[src/rtl/chram_write_sched.sv]
// chram_write_sched: write-port scheduler for the overlay character-index RAM (port A).
//
// Shares the single chram write port between NREQ requesters using round-robin
// arbitration, issuing at most one write per clock. All outputs are registered:
// a request seen at edge t yields wr_ena/wr_addr/wr_data and ack[k] after edge t,
// so the RAM write lands on edge t+1.
//
// Build option: define CHRAM_CLEAR_EN to include the bulk-clear engine
// (IDLE/CLEAR/DONE FSM). Without it, the block arbitrates permanently, clr_start
// and clr_char are ignored, and busy/clr_done are tied low. The port list is the
// same in both builds.
//
// Ports:
//   i_clk      clock, rising-edge
//   reset      synchronous, active-high
//   req        per-requester pending-write flags
//   req_addr   packed addresses, slice k = [k*AW +: AW]
//   req_data   packed data, slice k = [k*DW +: DW]
//   ack        one-cycle pulse per requester when its write is issued
//   wr_ena     chram wren_a
//   wr_addr    chram address_a
//   wr_data    chram data_a
//   clr_start  one-cycle pulse: fill the whole RAM with clr_char
//   clr_char   fill code, sampled with clr_start
//   busy       high while a clear is in progress
//   clr_done   one-cycle pulse when a clear completes

module chram_write_sched #(
    parameter int unsigned NREQ = 4,
    parameter int unsigned AW   = 11,
    parameter int unsigned DW   = 8
) (
    input  logic               i_clk,
    input  logic               reset,
    input  logic [NREQ-1:0]    req,
    input  logic [NREQ*AW-1:0] req_addr,
    input  logic [NREQ*DW-1:0] req_data,
    output logic [NREQ-1:0]    ack,
    output logic               wr_ena,
    output logic [AW-1:0]      wr_addr,
    output logic [DW-1:0]      wr_data,
    input  logic               clr_start,
    input  logic [DW-1:0]      clr_char,
    output logic               busy,
    output logic               clr_done
);

    localparam int unsigned PW = $clog2(NREQ);

    logic [NREQ-1:0] ack_q, ack_d;
    logic            wr_ena_q, wr_ena_d;
    logic [AW-1:0]   wr_addr_q, wr_addr_d;
    logic [DW-1:0]   wr_data_q, wr_data_d;
    logic [PW-1:0]   ptr_q, ptr_d;

    // ---------------- Round-robin arbiter ----------------
    // A requester acked last cycle is excluded so a held req is never written twice.
    logic [NREQ-1:0] elig;
    logic            gnt_valid;
    logic [PW-1:0]   gnt_idx;
    int unsigned     cand;

    logic [NREQ-1:0] arb_ack;
    logic [AW-1:0]   arb_addr;
    logic [DW-1:0]   arb_data;
    logic [PW-1:0]   arb_ptr;

    assign elig = req & ~ack_q;

    always_comb begin
        gnt_valid = 1'b0;
        gnt_idx   = '0;
        cand      = 0;
        for (int unsigned i = 0; i < NREQ; i++) begin
            cand = (32'(ptr_q) + i) % NREQ;
            if (!gnt_valid && elig[cand]) begin
                gnt_valid = 1'b1;
                gnt_idx   = PW'(cand);
            end
        end
    end

    always_comb begin
        arb_ack          = '0;
        arb_ack[gnt_idx] = gnt_valid;
        arb_addr         = req_addr[gnt_idx*AW +: AW];
        arb_data         = req_data[gnt_idx*DW +: DW];
        arb_ptr          = (gnt_idx == PW'(NREQ - 1)) ? '0 : gnt_idx + PW'(1);
    end

`ifdef CHRAM_CLEAR_EN
    // ---------------- Clear engine ----------------
    typedef enum logic [1:0] {StIdle, StClear, StDone} state_e;

    // cnt is one bit wider than the address; the terminal compare stops it before wrap.
    localparam logic [AW:0] LastCnt = {1'b0, {AW{1'b1}}};

    state_e        state_q, state_d;
    logic [AW:0]   cnt_q, cnt_d;
    logic [DW-1:0] char_q, char_d;
    logic          busy_q, busy_d;
    logic          clr_done_q, clr_done_d;

    // State register
    always_ff @(posedge i_clk) begin
        if (reset) begin
            state_q <= StIdle;
        end else begin
            state_q <= state_d;
        end
    end

    // Next-state logic; clr_start beats any pending request in IDLE
    always_comb begin
        state_d = state_q;
        case (state_q)
            StIdle:  if (clr_start) state_d = StClear;
            StClear: if (cnt_q == LastCnt) state_d = StDone;
            StDone:  state_d = StIdle;
            default: state_d = StIdle;
        endcase
    end

    // Output / datapath next-state logic
    always_comb begin
        ack_d      = '0;
        wr_ena_d   = 1'b0;
        wr_addr_d  = wr_addr_q;
        wr_data_d  = wr_data_q;
        ptr_d      = ptr_q;
        busy_d     = 1'b0;
        clr_done_d = 1'b0;
        cnt_d      = cnt_q;
        char_d     = char_q;
        case (state_q)
            StIdle: begin
                if (clr_start) begin
                    busy_d = 1'b1;
                    cnt_d  = '0;
                    char_d = clr_char;
                end else if (gnt_valid) begin
                    ack_d     = arb_ack;
                    wr_ena_d  = 1'b1;
                    wr_addr_d = arb_addr;
                    wr_data_d = arb_data;
                    ptr_d     = arb_ptr;
                end
            end
            StClear: begin
                wr_ena_d  = 1'b1;
                wr_addr_d = cnt_q[AW-1:0];
                wr_data_d = char_q;
                busy_d    = 1'b1;
                cnt_d     = cnt_q + (AW + 1)'(1);
            end
            StDone: begin
                clr_done_d = 1'b1;
            end
            default: ;
        endcase
    end

    always_ff @(posedge i_clk) begin
        if (reset) begin
            cnt_q      <= '0;
            char_q     <= '0;
            busy_q     <= 1'b0;
            clr_done_q <= 1'b0;
        end else begin
            cnt_q      <= cnt_d;
            char_q     <= char_d;
            busy_q     <= busy_d;
            clr_done_q <= clr_done_d;
        end
    end

    assign busy     = busy_q;
    assign clr_done = clr_done_q;
`else
    // No clear engine: arbitrate every cycle.
    logic unused_clr;
    assign unused_clr = ^{clr_start, clr_char};

    always_comb begin
        ack_d     = arb_ack;
        wr_ena_d  = gnt_valid;
        wr_addr_d = gnt_valid ? arb_addr : wr_addr_q;
        wr_data_d = gnt_valid ? arb_data : wr_data_q;
        ptr_d     = gnt_valid ? arb_ptr : ptr_q;
    end

    assign busy     = 1'b0;
    assign clr_done = 1'b0;
`endif

    // ---------------- Registered write port ----------------
    always_ff @(posedge i_clk) begin
        if (reset) begin
            ack_q     <= '0;
            wr_ena_q  <= 1'b0;
            wr_addr_q <= '0;
            wr_data_q <= '0;
            ptr_q     <= '0;
        end else begin
            ack_q     <= ack_d;
            wr_ena_q  <= wr_ena_d;
            wr_addr_q <= wr_addr_d;
            wr_data_q <= wr_data_d;
            ptr_q     <= ptr_d;
        end
    end

    assign ack     = ack_q;
    assign wr_ena  = wr_ena_q;
    assign wr_addr = wr_addr_q;
    assign wr_data = wr_data_q;

endmodule

[config.mk]
export PLATFORM = sky130hd
export DESIGN_NAME = chram_write_sched
export DESIGN_NICKNAME = d
export VERILOG_FILES = /design/src/rtl/chram_write_sched.sv
export SDC_FILE = /design/constraint.sdc
export NUM_CORES = 1
export LEC_CHECK = 0
export CAP_MARGIN = 20
export CORE_AREA = 2 2 55 108
export DETAILED_ROUTE_END_ITERATION = 6
export DIE_AREA = 0 0 57 110
export PLACE_DENSITY = 0.75
export SYNTH_ARGS = -nofsm -noshare
export SYNTH_HDL_FRONTEND = slang
export SYNTH_SLANG_ARGS = --single-unit
[constraint.sdc]
create_clock -name i_clk -period 2.6 [get_ports i_clk]
set_clock_uncertainty 0.1 [all_clocks]
set_input_delay 0.65 -clock i_clk [delete_from_list [all_inputs] [get_ports i_clk]]
set_output_delay 0.65 -clock i_clk [all_outputs]
set_load 0.01 [all_outputs]
# Yosys cells after proc, flatten, opt, wreduce, memory -nomap -nowiden
# Index checks and enable logic that the tools add are counted.
dict set report op_classes {
  n_div 0
  reduce_logical 7
  addsub 4
  order_cmp 6
  n_shift 2
  bitwise_logic 3
  n_mux 19
  mul 1
  eq_ne 1
}
# cell n
set op_table {}
lappend op_table {{indexed part select 44 x 7 -> 11 bit} 1}
lappend op_table {{indexed part select 32 x 6 -> 8 bit} 1}
lappend op_table {{< comparator 2 x 3 -> 1 bit, second input constant} 5}
lappend op_table {{two-way mux 2 bit} 5}
lappend op_table {{two-way mux 1 bit} 9}
lappend op_table {{bitwise AND 4 bit} 2}
lappend op_table {{binary-select mux 1 bit (select 2 bit)} 4}
lappend op_table {{multiplier 2 x 4 -> 6 bit, second input constant} 1}
lappend op_table {{adder 2 x 1 -> 2 bit, second input constant} 2}
lappend op_table {{adder 2 bit, second input constant} 2}
lappend op_table {{logical AND 1 bit} 4}
lappend op_table {{NOT 4 bit} 1}
lappend op_table {{zero test 1 bit} 3}
lappend op_table {{demux 1 bit (select 2 bit)} 1}
lappend op_table {{== test 2 bit, second input constant} 1}
lappend op_table {{greater-or-equal comparator 2 x 1 -> 1 bit, second input constant} 1}
dict set report totals {
  in_bits 91
  elab_cells 48
  latch_bits 0
  mem_bits_ro 0
  mem_bits_rw 0
  mem_count 0
  out_inout_bits 26
  register_bits 26
}

# Depth between registers and ports, before layout
# Gate-level depths: netlist (run 1).
dict set report logic_depth {
  ltp_word 19
  mapped_depth 7
  ltp_nobuf 5
}

# Worst setup path after synthesis (run 1)
# Ideal clock, no wire load.
dict set report synth_timing {
  path_type {input to register}
  from {input req[2]}
  to {register wr_data_q[1] (netlist: wr_data[1])}
  t_arrival_ns 2.074
  cell_stages 7
  setup_slack_ns 0.322
  n_path_buf 2
  path_cell_list {and2b_1 a211o_2 a21o_1 buf_6 buf_6 mux2i_1 a2111oi_2}
}
dict set report synth_via {
  elab_chain_cells 14
}
# item line
set synth_lines {}
lappend synth_lines {{start: declaration} 35} ;# input logic [NREQ-1:0] req,
lappend synth_lines {{bitwise AND 4 bit (*)} 68} ;# assign elig = req & ~ack_q;
lappend synth_lines {{binary-select mux 1 bit (select 2 bit)} 76} ;# if (!gnt_valid && elig[cand]) begin
lappend synth_lines {{two-way mux 1 bit (implied by the code)} 76}
lappend synth_lines {{two-way mux 1 bit} 76}
lappend synth_lines {{zero test 1 bit} 76}
lappend synth_lines {{logical AND 1 bit} 76}
lappend synth_lines {{two-way mux 1 bit} 76}
lappend synth_lines {{zero test 1 bit} 76}
lappend synth_lines {{logical AND 1 bit} 76}
lappend synth_lines {{two-way mux 1 bit} 76}
lappend synth_lines {{zero test 1 bit} 76}
lappend synth_lines {{logical AND 1 bit} 76}
lappend synth_lines {{two-way mux 2 bit} 76}
lappend synth_lines {{indexed part select 32 x 6 -> 8 bit} 87} ;# arb_data = req_data[gnt_idx*DW +: DW];
lappend synth_lines {{end signal: assignment} 208} ;# wr_data_q <= wr_data_d;
lappend synth_lines {{end: declaration} 53} ;# logic [DW-1:0] wr_data_q, wr_data_d;
# Every way passes the cells marked *; elsewhere a longest branch is shown, timed or not. The select of a mux whose other input is x is not followed.
# A chain may end at the register's enable or synchronous reset.

# Final worst setup path (run 1)
dict set report layout_timing {
  from {input req[2]}
  to {register wr_data_q[4] (netlist: wr_data[4])}
}
# Same word-level chain as after synthesis.

==> results of run 1 <==
worst max path at each step:
stage                       from          to  slack [ps]  depth (start not counted)
after floorplan           req[2]  wr_data[1]         320                          7
after global placement    req[1]  wr_data[4]        -210                          7
after detailed placement  req[2]  wr_data[4]        -280                          7
after CTS                 req[2]  wr_data[4]           3                          7
after global routing      req[2]  wr_data[4]           3                          7
final                     req[2]  wr_data[4]          60                          7
critical path: stages:
cell             delay [ps]
clkdlybuf4s50_1         410
and2b_1                 190
a211o_2                 350
a21o_2                  260
buf_4                   220
mux2i_1                 130
a2111oi_1               390
state kept, by name (all words and copies together), names as in the netlist:
register,flops
wr_addr,11
wr_ena,1
ack,4
ptr_q,2
wr_data,8
report_power, final:
part	internal (uW)	switching, uW
logic	949	813
registers	538	96.8
clock network	136	134
final cells by class:
| type | count | area, um^2 |
|---|---|---|
| sequential | 26 | 520 |
| fill | 496 | 2250 |
| timing repair buffer | 131 | 1320 |
| tap | 60 | 75.1 |
| multi-input combinational | 134 | 1200 |
| clock buffer | 4 | 55.1 |
routing by layer:
layer	track usage, %	up-vias	routed length, um
met1	18.4	913	2090
met3	2.57	14	312
met4	7.31	0	164
li1	-	908	-
met5	0	-	0
met2	39.1	76	3480
through the flow:
step | hold WS [ps] | setup slack [ps] | area [um^2]
after floorplan | 425 | 322 | 1830
after global placement | 390 | -210 | 3080
after detailed placement | 398 | -280 | 3080
after CTS | 411 | 3.11 | 3150
after global routing | 453 | 3.37 | 3170
final | 407 | 55.6 | 3170
layout by cell type, fill, tap and decap left out, drive strengths merged:
cell type / Yosys / routed
nor2: 26 / 26
nor3: 1 / 1
nand2: 4 / 4
nand2b: 3 / 3
and2: 19 / 19
a211oi: 1 / 1
nor2b: 4 / 4
mux2i: 19 / 19
or4: 1 / 1
o32ai: 1 / 1
conb: 1 / 2
and2b: 1 / 1
nand4: 1 / 1
a221oi: 19 / 19
a21oi: 5 / 5
nor3b: 1 / 1
a211o: 1 / 1
clkdlybuf4s50: 0 / 105
buf: 12 / 26
or2: 1 / 1
xnor2: 1 / 1
a21o: 1 / 1
dfxtp: 26 / 26
o221ai: 1 / 1
clkbuf: 5 / 4
and3: 2 / 2
a2111oi: 19 / 19
cell families after synthesis:
family	after synthesis	synth area share [%]
and+or+nand+nor	64	19.6
AOI/OAI and AO/OA	48	33.6
DFF	26	28.6
muxes	19	10.4
buffers and inverters	17	7.07
xor gates and xnor gates	1	0.481
other	1	0.206
what timing repair did:
action	in CTS	in global routing
gates resized for setup	0	4
setup buffers	2	0
pin swaps	1	1
setup endpoints to repair	1	16
==> flow_summary.json, run 1 <==
{
  "track_usage_pct": 19.1,
  "gp_routability_congestion": 0.794,
  "ff2ff_path_depth": 6,
  "cts_root_buffer": "clkbuf_8",
  "ir_worst_vdd_mv": 0.658,
  "cts.reportedPaths.clkPinSlew_ps": 90,
  "grt-ovfl-total": 0,
  "hold_class": "reg2reg",
  "wl_per_cell_um": 17.0,
  "drv_cap": 0,
  "worstPathArrival_ps": 2600,
  "synth-edff-count": 0,
  "dr.first_iter.drc_count": 50,
  "async_flop_share_pct": 0,
  "final_cells": 355,
  "grt_pass1_vias": 1965,
  "timing.setup.tns_ps": 0,
  "r2r_start": "ack[2]",
  "grt_start_max_net_pins": 18,
  "synth_seq_cells": 26,
  "synthesis.area_mm2": 0.00182,
  "finalPower_uw": 2670,
  "synth_cell_types": 35,
  "hpwl_um": 4710,
  "rows": 38,
  "synth-seq-area-share_pct": 28.6,
  "reg2reg_slack_ps": 470,
  "h-tree-depth": 1,
  "leakagePower_uw": 0.00125,
  "relSlewSlack_pct": 59.2,
  "routed_wl_um": 6050,
  "die_h_um": 110,
  "port_buffers": 105,
  "synthTopCellsByCount": "dfxtp_1, nor2_1, and2_1, mux2i_1, a221oi_2",
  "p_per_area_mw_per_mm2": 842,
  "synth_ff_type": "dfxtp_1",
  "io_pins": 117,
  "syn_to_final_growth_pct": 73.8,
  "max_slew.worst_pin.slew_ps": 610,
  "fin_nets": 387,
  "path_max_fanout": 13,
  "hold_violations": 0,
  "synth_top_area_share_pct": 28.6,
  "slew_viol_final": 0,
  "timing.rr.end": "wr_data[4]",
  "cts_buffer_depth": 2,
  "worstPathRequired_ps": 2650,
  "hold_path_end": "wr_data[6]",
  "dr.pass1.iters": 5,
  "fin_crit_sh_pct": 97.9,
  "crit_path_start_kind": "primary input",
  "synth_area_leaders": "dfxtp_1, a221oi_2, mux2i_1",
  "dp_cells": 349,
  "hold_path_depth": 2,
  "synthCells": 176,
  "rsz0062_at_grt": "no",
  "holdBufCountCts": 0,
  "fin_util_pct": 58.4,
  "antenna_cells": 0,
  "die_area_mm2": 0.00627,
  "drive_gt1_share_pct": 24.7,
  "routed_via_density": 5.38,
  "ys_warn_count": 0,
  "numCtsBuffers": 3,
  "clock_latency_ps": 270,
  "max_freq_ghz": 0.393,
  "ant_nets": 0,
  "crit_type": "in2reg",
  "min_from": "wr_data[6]",
  "period_minus_slack_ps": 2540,
  "synth_top_cell_by_area": "dfxtp_1",
  "antenna_found_initial": 0,
  "drc": 0,
  "syn_avg_cell_area_um2": 10.4,
  "critPathCaptureType": "flop",
  "outcome": "completed",
  "via_count": 1911,
  "grt_pass1_wl_um": 9270,
  "core_region_area_mm2": 0.00542,
  "initial_utilization_pct": 33.6,
  "setup_viol": 0,
  "cts_sinks": 26,
  "die_x_um": 57,
  "cts_tree": "done"
}
Power figures use the tool's default switching activity.
==> run 2: changes to the inputs <==
CORE_AREA = 2 2 64 126   (was 2 2 55 108)
DIE_AREA = 0 0 66 128   (was 0 0 57 110)
PLACE_DENSITY = unset   (was 0.75)
==> run 2 against run 1 <==
  * Global-route usage fell by 5.0 points
  * Sequential power barely moved
  * Maximum frequency rose by 0.57%
  * Via count fell by 3.2%
  * Count of clock-buffer cells in the layout fell by 1
  * Power rose by 0.33%
==> flow_summary.json, run 2 (synthesis gave the netlist of run 1 again) <==
{
  "outcome": "completed",
  "final_area_mm2": 0.00320,
  "postPlaceCellArea_mm2": 0.00311,
  "leakagePower_uw": 0.00125,
  "h-tree-depth": 1,
  "crit_path_start_kind": "primary input",
  "worstPathArrival_ps": 2580,
  "worstPathRequired_ps": 2650,
  "critPathCaptureType": "flop",
  "clkPwrFrac_pct": 12.6,
  "place_ws_ps": -260,
  "switchingPower_uw": 1020,
  "rsz0062_at_grt": "no",
  "die_area_mm2": 0.00845,
  "ant_nets": 0,
  "cts_tree": "done",
  "use_met2_pct": 28.9,
  "grt_pass1_wl_um": 9350,
  "grt_pass1_vias": 2030,
  "crit_type": "in2reg",
  "hpwl_um": 4840,
  "largest_register_ffs": 11,
  "dr.pass1.iters": 4,
  "track_usage_pct": 14.1,
  "cts.reportedPaths.clkPinSlew_ps": 60,
  "core_region_area_mm2": 0.00754,
  "cts_buffer_depth": 2,
  "routed_via_density": 4.79,
  "wl_per_cell_um": 15.3,
  "seq_area_um2": 520,
  "crit_chain": "clkdlybuf4s50_1, and2b_1, a211o_2, a21o_2, buf_12, mux2i_1, a2111oi_2",
  "grt-ovfl-total": 0,
  "io_pins": 117,
  "routed_wl_um": 5910,
  "numCtsBuffers": 3,
  "drc": 0,
  "cpPeakStageDelay_ps": 420,
  "top_usage_layer": "met2",
  "met3_usage_pct": 1.93,
  "timing.setup.tns_ps": 0,
  "drv_cap": 0,
  "die_x_um": 66,
  "drive_gt1_share_pct": 23.3,
  "min_from": "wr_data[6]",
  "syn_to_final_growth_pct": 75.3,
  "multiInputGateArea_mm2": 0.00119,
  "p_comb_share_pct": 63.7,
  "setup_viol": 0,
  "ff2ff_path_depth": 6,
  "fin_ws_ps": 69.9,
  "die_h_um": 128,
  "fin_nets": 385,
  "cts_root_buffer": "clkbuf_16",
  "final_common_cell": "clkdlybuf4s50_1",
  "hold_violations": 0,
  "timing.rr.end": "wr_data[0]",
  "dp_cells": 383,
  "critPathSlowestCell": "clkdlybuf4s50_1",
  "port_buffers": 105,
  "r2r_start": "ack[2]",
  "gp_routability_congestion": 0.853,
  "p_int_uw": 1650,
  "hold_path_depth": 2,
  "layout_common_cells": "clkdlybuf4s50_1, nor2_1, dfxtp_1",
  "period_minus_slack_ps": 2530,
  "fillers": 763,
  "clock_latency_ps": 260,
  "rows": 45,
  "fin_util_pct": 42.4,
  "hold_class": "reg2reg",
  "ir_worst_vdd_mv": 0.373,
  "holdBufCountCts": 0,
  "grt_start_max_net_pins": 24,
  "antenna_cells": 0,
  "final_cells": 386,
  "p_seq_share_pct": 23.7,
  "slew_viol_final": 0,
  "dr.first_iter.drc_count": 24,
  "reg2reg_slack_ps": 500,
  "use_met1_pct": 13.6,
  "cts_sinks": 26,
  "fin_crit_sh_pct": 97.3,
  "p_per_area_mw_per_mm2": 837,
  "hold_path_end": "wr_data[6]",
  "switching_share_pct": 38.2,
  "antenna_found_initial": 0,
  "via_count": 1850,
  "max_freq_ghz": 0.395,
  "path_max_fanout": 23,
  "cts_setup_buffers": 0,
  "initial_utilization_pct": 24.2
}
[run 2: cell count changes in the layout (fill, tap and decap cells not counted)]
cell             before  now
buf_12                6    5
clkbuf_8              4    0
clkdlybuf4s50_1     105  104
clkbuf_16             0    3
dlymetal6s2s_1        0    1
a2111oi_2            15   13
buf_4                20   19
a2111oi_1             4    6
[run 2: cell type report]
class / count / area share [%]
repair buffers: 129 / 40.6
multi-input cells: 134 / 37.1
flip-flops and latches: 26 / 16.3
well taps: 94 / 3.68
clock buffers: 3 / 2.35
[run 2: per-layer routing]
metal | vias up | wire length (um)
li1 | 905 | -
met1 | 866 | 2100
met2 | 70 | 3350
met3 | 9 | 320
met4 | 0 | 136
met5 | - | 0
[run 2: power groups by stage]
| stage | Sequential, uW | Combinational [uW] | Clock [uW] |
|---|---|---|---|
| 2_1_floorplan | 692 | 957 | 0 |
| 3_3_place_gp | 641 | 1710 | 0 |
| 3_5_place_dp | 641 | 1730 | 0 |
| 4_1_cts | 635 | 1740 | 355 |
| 5_1_grt | 656 | 1830 | 366 |
| 6_report | 634 | 1700 | 338 |
[run 2: critical path: cells and delay by family]
family / cells / cell delay [ps]
buf+inv: 2 / 590
compound gates: 3 / 970
simple gates: 1 / 190
mux: 1 / 150
[run 2: what timing repair did]
item | in CTS | in global routing
hold endpoints to repair | 0 | 0
gates resized for setup | 0 | 3
setup endpoints to repair | 0 | 16
[run 2: worst max path at each step]
stage,from,endpoint
floorplan,req[2],wr_data[1]
global placement,req[0],wr_addr[4]
detailed placement,req[0],wr_addr[4]
CTS,req[0],wr_addr[4]
global route,req[2],wr_addr[6]
finish,req[2],wr_data[0]
[run 2: through the flow]
stage	total power (uW)	hold WS, ps
floorplan	1650	425
global placement	2350	392
detailed placement	2370	403
CTS	2730	412
global route	2850	460
finish	2680	403
